### config.mk
export PLATFORM = sky130hd
export DESIGN_NAME = fp_add_arbiter
export DESIGN_NICKNAME = d
export VERILOG_FILES = /design/src/rtl/fp_add_arbiter.sv
export SDC_FILE = /design/constraint.sdc
export NUM_CORES = 1
export LEC_CHECK = 0
export BUFFER_PORTS_ARGS = -buffer_cell sky130_fd_sc_hd__buf_2
export CORE_AREA = 2 2 171 173
export CTS_BUF_LIST = sky130_fd_sc_hd__clkbuf_4 sky130_fd_sc_hd__clkbuf_8
export DETAILED_ROUTE_END_ITERATION = 8
export DIE_AREA = 0 0 173 175
export PLACE_DENSITY = 0.48
export SETUP_SLACK_MARGIN = 0.15
export SLEW_MARGIN = 20
export SYNTH_ARGS = -nofsm -noshare
export SYNTH_HDL_FRONTEND = slang
export SYNTH_SLANG_ARGS = --single-unit
### constraint.sdc
create_clock -name clk -period 4.39 [get_ports clk]
set_input_delay 0.6585 -clock clk [delete_from_list [all_inputs] [get_ports clk]]
set_output_delay 0.6585 -clock clk [all_outputs]
set_load 0.01 [all_outputs]
### src/rtl/fp_add_arbiter.sv
// Round-robin arbiter sharing one pipelined FP adder among NUM_REQ requesters.
// Optional counters: define FP_ADD_ARB_PERF_EN to add perf_issues/perf_stalls.
module fp_add_arbiter #(
  parameter int NUM_REQ = 4,
  parameter int EXP_W   = 8,
  parameter int SIG_W   = 24,
  parameter int CTRL_W  = 1,
  parameter int LATENCY = 4,
  localparam int WIDTH  = EXP_W + SIG_W,
  localparam int ID_W   = (NUM_REQ > 1) ? $clog2(NUM_REQ) : 1
) (
  input  logic                     clk,
  input  logic                     reset,
  input  logic [NUM_REQ-1:0]       req_valid,
  output logic [NUM_REQ-1:0]       req_ready,
  input  logic [NUM_REQ*WIDTH-1:0] req_left,
  input  logic [NUM_REQ*WIDTH-1:0] req_right,
  input  logic [NUM_REQ-1:0]       req_sub,
  input  logic [NUM_REQ*3-1:0]     req_rm,
  input  logic [CTRL_W-1:0]        control,
  output logic                     add_go,
  output logic [WIDTH-1:0]         add_left,
  output logic [WIDTH-1:0]         add_right,
  output logic                     add_subOp,
  output logic [2:0]               add_rm,
  output logic [CTRL_W-1:0]        add_control,
  input  logic [WIDTH-1:0]         add_out,
  input  logic [4:0]               add_flags,
  input  logic                     add_done,
  output logic [NUM_REQ-1:0]       resp_valid,
  output logic [WIDTH-1:0]         resp_data,
  output logic [4:0]               resp_flags,
  output logic [ID_W-1:0]          resp_id,
`ifdef FP_ADD_ARB_PERF_EN
  output logic [31:0]              perf_issues,
  output logic [31:0]              perf_stalls,
`endif
  output logic                     tag_err
);

  typedef enum logic {ARB, GO} state_t;

  state_t          state;
  logic [ID_W-1:0] rr_ptr;
  logic [ID_W-1:0] cur_id;
  logic [ID_W-1:0] grant_id;
  logic            found;
  int              idx;

  logic            tag_v  [LATENCY];
  logic [ID_W-1:0] tag_id [LATENCY];

  // Search starts one past the last winner so every requester gets a turn.
  always_comb begin
    grant_id = '0;
    found    = 1'b0;
    idx      = 0;
    if (state == ARB) begin
      for (int k = 1; k <= NUM_REQ; k++) begin
        idx = int'(rr_ptr) + k;
        if (idx >= NUM_REQ) idx = idx - NUM_REQ;
        if (!found && ((req_valid >> idx) & NUM_REQ'(1)) != '0) begin
          found    = 1'b1;
          grant_id = ID_W'(idx);
        end
      end
    end
  end

  assign req_ready   = found ? (NUM_REQ'(1) << grant_id) : '0;
  assign add_control = control;

  // Operand registers only change on an accept, which keeps them stable
  // through the go cycle and the cycle after it.
  always_ff @(posedge clk) begin
    if (reset) begin
      state     <= ARB;
      rr_ptr    <= ID_W'(NUM_REQ - 1);
      cur_id    <= '0;
      add_go    <= 1'b0;
      add_left  <= '0;
      add_right <= '0;
      add_subOp <= 1'b0;
      add_rm    <= '0;
    end else begin
      case (state)
        ARB: begin
          if (found) begin
            add_left  <= WIDTH'(req_left >> (grant_id * WIDTH));
            add_right <= WIDTH'(req_right >> (grant_id * WIDTH));
            add_subOp <= 1'(req_sub >> grant_id);
            add_rm    <= 3'(req_rm >> (grant_id * 3));
            cur_id    <= grant_id;
            rr_ptr    <= grant_id;
            add_go    <= 1'b1;
            state     <= GO;
          end
        end
        GO: begin
          add_go <= 1'b0;
          state  <= ARB;
        end
        default: begin
          add_go <= 1'b0;
          state  <= ARB;
        end
      endcase
    end
  end

  always_ff @(posedge clk) begin
    if (reset) begin
      for (int k = 0; k < LATENCY; k++) begin
        tag_v[k]  <= 1'b0;
        tag_id[k] <= '0;
      end
    end else begin
      tag_v[0]  <= (state == GO);
      tag_id[0] <= cur_id;
      for (int k = 1; k < LATENCY; k++) begin
        tag_v[k]  <= tag_v[k-1];
        tag_id[k] <= tag_id[k-1];
      end
    end
  end

  // A done without a matching tag (or vice versa) is dropped and flagged.
  always_ff @(posedge clk) begin
    if (reset) begin
      resp_valid <= '0;
      resp_data  <= '0;
      resp_flags <= '0;
      resp_id    <= '0;
      tag_err    <= 1'b0;
    end else begin
      resp_valid <= '0;
      if (add_done && tag_v[LATENCY-1]) begin
        resp_valid <= NUM_REQ'(1) << tag_id[LATENCY-1];
        resp_data  <= add_out;
        resp_flags <= add_flags;
        resp_id    <= tag_id[LATENCY-1];
      end
      if (add_done != tag_v[LATENCY-1]) tag_err <= 1'b1;
    end
  end

`ifdef FP_ADD_ARB_PERF_EN
  logic stall_now;
  assign stall_now = (req_valid != '0) && ((state == GO) || !found);

  always_ff @(posedge clk) begin
    if (reset) begin
      perf_issues <= '0;
      perf_stalls <= '0;
    end else begin
      if (state == GO && perf_issues != '1) perf_issues <= perf_issues + 32'd1;
      if (stall_now && perf_stalls != '1) perf_stalls <= perf_stalls + 32'd1;
    end
  end
`endif

endmodule

==> run metrics, run 1 <==
Reg area=0.00260 mm²; fin util=32.7%; Seq/Total Area, Yosys=41.1%; number of remaining DRC errors=0; Non-Filler Instances=1319; placed cell count=1285; PostCTS Resize Cnt=0; Highest Clock Rate=250 MHz; Area growth, synth to finish=46.5%; ys async rst share=0%; count leader, synth=dfxtp_1; H-tree Lvls=4; hold slack final=0.440 ns; Max Slew Vio Count=0; CTS tree=done; Top Ports=435; Synth Cell Area=0.00633 mm²; postcts setup bufs=0; Synth Register Bits=130; TNS Setup=0 ns; RSZ-0062 raised after global routing=no; Final Skew=0.0180 ns; PwrDens=675 mW/mm²; via count=6088; row count=62; Ys Warns=0; CP required=3.73 ns; final wirelength=24700 µm; max cap viols=0; Hold/Removal Path Class=reg -> reg; # hold bufs at CTS=0; Worst-Skew Late Latency=0.45 ns; Post-Syn Nets=835; number of clock sinks=130; core area=0.0284 mm²; antenna violations before repair=3; routed length per placed instance=18.7 µm; Total GRT Usage=15.5%; die area=0.0303 mm²; fillers=2987; area occupied by multi-input gates=0.00345 mm²; DR pass1 iterations=4; critical path arrival=3.34 ns; vias in the first global route=6004; Port Buffers=432; clk buf depth=2; pre-CTS setup slack=0.736 ns; crit path max fanout=9; most frequent cells after synthesis=dfxtp_1, mux4_2, a32o_1; Slew HR=34.1%; fin nets=1243; largest area contributor in the netlist=dfxtp_1; worst-margin pin slew=0.989 ns; gr ovfl total=0; HPWL Detailed=18900 µm; CTS Root Cell=clkbuf_8; Setup Crit Path Kind=reg -> out; CTS clk-pin slew, worst paths=0.08 ns; post-layout minimum cycle time=4.00 ns; ANT nets after route=0; number of CTS-inserted buffers=17; EDFF count, synth=0; final hold vios=0; Die Height=175 µm; IR drop worst, VDD=594 µV; die extent in x=173 µm; Syn Inst Count=512; CP Launch Type=register; Primary FF master, synth=dfxtp_1; first-pass GRT wire length=35500 µm; leakage=4.25 nW; GP Congestion=0.852; Synth top area share=41.1%; outcome=finished, final reports clean; Initial Util=22.3%; setup slack after layout=0.390 ns; Tcrit/Tclk final=91.1%; Initial DRC Count=325; final setup violation count=0; Mean Syn Cell Area=12.4 µm²; layout cells sized above 1=58.8%; pin count of the biggest net entering global routing=76; CP Capture Type=output pin; top cells by area, synth=dfxtp_1, mux4_2, a32o_1; via/cell ratio=4.62; Netlist cell types=41
[registers in the layout, summed over array words and instances (netlist names), 3 cells and up]
| name | count |
|---|---|
| resp_data | 32 |
| add_left | 32 |
| add_right | 32 |
| tag_v | 4 |
| tag_id | 8 |
| resp_flags | 5 |
| add_rm | 3 |
| resp_valid | 4 |
[per-stage QoR]
stage / power, W / instance area, µm²
final: 0.00626 / 9270
after global placement: 0.00517 / 8820
after detailed placement: 0.00519 / 8840
after global routing: 0.00667 / 9270
after CTS: 0.00638 / 9270
after floorplan: 0.00428 / 6330
[layout by cell type (no fill, tap or decap), drive strengths merged, types with 2 or more instances in the layout]
cell      Yosys  routed
a211o         2       2
a21o          2       2
a21oi         5       5
a32o         60      60
buf          25     443
bufinv        0       3
clkbuf       29      18
clkinv        0       2
clkinvlp      0       2
dfxtp       130     130
diode         0       2
ha            6       6
inv           7      14
mux2i        54      54
mux4         61      61
nand2        11      11
nand2b        6       6
nand3         9       9
nor2         51      51
nor2b        13      13
nor3          5       5
nor3b         2       2
o221ai       13      13
o22ai         6       6
or2           2       2
or2b          3       3
[layout make-up]
type	count	area share, %
Clock inverter	14	2.06
Timing Repair Buffer	443	24.6
Clock buffer	18	2.60
Sequential cell	130	28.1
Multi-Input combinational cell	321	37.2
Tap cell	384	5.18
Antenna cell	2	0.0540
Inverter	7	0.283
[final timing paths]
check | slack, ns | from | end | depth (start not counted)
worst max-delay path | 0.39 | rr_ptr[1] | req_ready[2] | 8
worst min-delay path | 0.44 | tag_v[1] | tag_v[2] | 1
worst max register to register | 0.80 | rr_ptr[0] | add_left[18] | 8
worst min register to register | 0.44 | tag_v[1] | tag_v[2] | 1
[cells by family (layout without fill, tap and decap cells)]
family          after synthesis  after routing  synth area share (%)
mux                         115            115                  30.4
compound gates               95             95                  14.4
simple gates                104            104                  7.91
other cells                   0              2                     0
buf+inv                      61            482                  4.86
fa+ha+maj                     6              6                  1.19
flops                       130            130                  41.1
xor+xnor                      1              1                 0.138
[worst max-delay path: stages, from the launching register on]
cell and delay (ns):
dfxtp_1 0.53, inv_1 0.17, ha_1 0.39, a21bo_2 0.26, o22ai_1 0.22, a211o_1 0.40, xnor2_1 0.30, nor3b_1 0.44
buf_2 0.21
[power breakdown]
group | switching, W | internal, W
sequential | 0.000148 | 0.00144
clock | 0.000563 | 0.000589
combinational | 0.00175 | 0.00177
[layer usage]
metal	routed length [µm]	vias up	GRT usage, %	part of all wire (%)
met5	13	-	0	0.053
met1	10400	2945	19.1	42
li1	-	2842	-	-
met4	335	2	3.74	1.4
met3	1750	22	4.77	7.1
met2	12200	277	26.4	50
No activity file was read; power rests on OpenSTA's default activity.
==> run 2, diff against run 1 <==
--- a/config.mk
+++ b/config.mk
@@ -10,6 +10,7 @@
 export CTS_BUF_LIST = sky130_fd_sc_hd__clkbuf_4 sky130_fd_sc_hd__clkbuf_8
 export DETAILED_ROUTE_END_ITERATION = 8
 export DIE_AREA = 0 0 173 175
+export MAX_ROUTING_LAYER = met4
 export PLACE_DENSITY = 0.48
 export SETUP_SLACK_MARGIN = 0.15
 export SLEW_MARGIN = 20
==> run 2 against run 1 <==
Sequential power about the same. Global-route usage up 0.70 points. First-iteration DRC count down 13%. Clock power up 6%. Highest routed layer is now met4. Critical path type unchanged. Largest cell class unchanged. Largest power group unchanged.
==> run metrics, run 2 (synthesis results as in run 1) <==
CTS clk-pin slew, worst paths=0.10 ns; max cap viols=0; crit path max fanout=11; Max Slew Vio Count=0; Port Buffers=432; die extent in x=173 µm; RSZ-0062 raised after global routing=yes; origin of the critical flop-to-flop path=rr_ptr[0]; CP Capture Type=output pin; Regs by FF count=add_left: 32 flops, add_right: 32 flops, resp_data: 32 flops; Area growth, synth to finish=47.1%; vias in the first global route=6081; number of remaining DRC errors=0; first-pass GRT wire length=36400 µm; PostCTS Resize Cnt=0; CTS tree=done; leakage=4.27 nW; most common cell after layout, fill and taps aside=buf_2; Top Ports=435; crit path from=rr_ptr[0]; Hold Path Origin=tag_v[1]; Highest Clock Rate=243 MHz; postcts setup bufs=0; via/cell ratio=4.61; layout cells sized above 1=58.9%; pin count of the biggest net entering global routing=59; PwrDens=681 mW/mm²; FF-to-FF End=add_right[27]; TNS Setup=0 ns; Final Skew=0.0237 ns; R2R setup slack=0.64 ns; Finished Cell Area=0.00931 mm²; final setup violation count=0; die area=0.0303 mm²; routed length per placed instance=18.7 µm; outcome=finished, final reports clean; DR pass1 iterations=4; post-layout minimum cycle time=4.12 ns; final wirelength=24600 µm; Hold/Removal Path Class=reg -> reg; area of placed instances=0.00883 mm²; clk buf depth=2; via count=6093; antenna violations before repair=4; gr ovfl total=0; row count=62; Critical Path Sink=req_ready[3]; # hold bufs at CTS=0; critical path arrival=3.46 ns; Total GRT Usage=16.2%; R2R depth=9; CP required=3.73 ns; ANT nets after route=0; IR drop worst, VDD=339 µV; Worst-Skew Late Latency=0.45 ns; most frequent cells in the layout=buf_2, dfxtp_1, mux4_2, a32o_1, mux2i_1; core area=0.0284 mm²; number of CTS-inserted buffers=17; CP Launch Type=register; Setup Crit Path Kind=reg -> out; final hold vios=0; Die Height=175 µm; fin nets=1244; CTS Root Cell=clkbuf_8; worst-margin pin slew=0.934 ns; number of clock sinks=130; Slew HR=37.7%; HPWL Detailed=19100 µm; GP Congestion=0.840; Tcrit/Tclk final=93.8%; H-tree Lvls=4; Initial Util=22.3%; Initial DRC Count=282
## run 2: cell types whose count changed in the layout (fill, tap and decap cells not counted)
cell        delta
buf_12         -1
clkinv_8       +1
buf_4          +1
nor4_4         +1
bufinv_16      +1
clkinvlp_4     -1
inv_6          -1
buf_6          +1
nor4_2         -1
diode_2        +1
## run 2: cell type report
type / instances / area [µm²]
diodes: 3 / 7.51
clock buffers: 18 / 241
clock inverters: 14 / 221
fillers: 3002 / 19100
inverters: 7 / 26.3
multi-input cells: 321 / 3460
flip-flops and latches: 130 / 2600
well taps: 384 / 480
repair buffers: 444 / 2280
## run 2: critical path, stage by stage (launching register included)
cell and delay, ns:
dfxtp_1 0.68, inv_1 0.19, ha_1 0.40, a21bo_2 0.24
o22ai_1 0.12, a211o_1 0.46, xnor2_1 0.56, and2_1 0.22
buf_2 0.13
## run 2: power by group
group | total, W | switching, W | internal, W
clock network | 0.00122 | 0.000568 | 0.000649
registers | 0.00159 | 0.000154 | 0.00144
logic | 0.00353 | 0.00175 | 0.00178
total | 0.00634 | 0.00248 | 0.00387
## run 2: per-layer routing
metal	global-route usage [%]	part of all wire (%)
met5	-	0
met4	3.71	1.2
met3	5.09	8.0
met2	26.4	50
met1	19.6	41
## run 2: how the worst min path moves through the flow
stage                                to  slack, ns  depth (start not counted)
after floorplan            tag_id[1][0]       0.41                          1
after global placement     tag_id[1][0]       0.42                          1
after detailed placement   tag_id[3][1]       0.42                          1
after CTS                 resp_data[26]       0.41                          3
after global routing      resp_flags[4]       0.42                          3
final                          tag_v[2]       0.43                          1
## run 2: stage by stage
step | power (W) | hold slack (ns) | utilization (%) | instances | worst slack (ns)
after global routing | 0.00678 | 0.420 | 32.8 | 1321 | 0.0306
after floorplan | 0.00428 | 0.414 | - | 512 | 0.954
after detailed placement | 0.00519 | 0.424 | 31.1 | 1286 | 0.636
final | 0.00634 | 0.431 | 32.8 | 1321 | 0.274
after CTS | 0.00645 | 0.406 | 32.7 | 1318 | 0.153
after global placement | 0.00518 | 0.417 | 31.1 | 1285 | 0.470
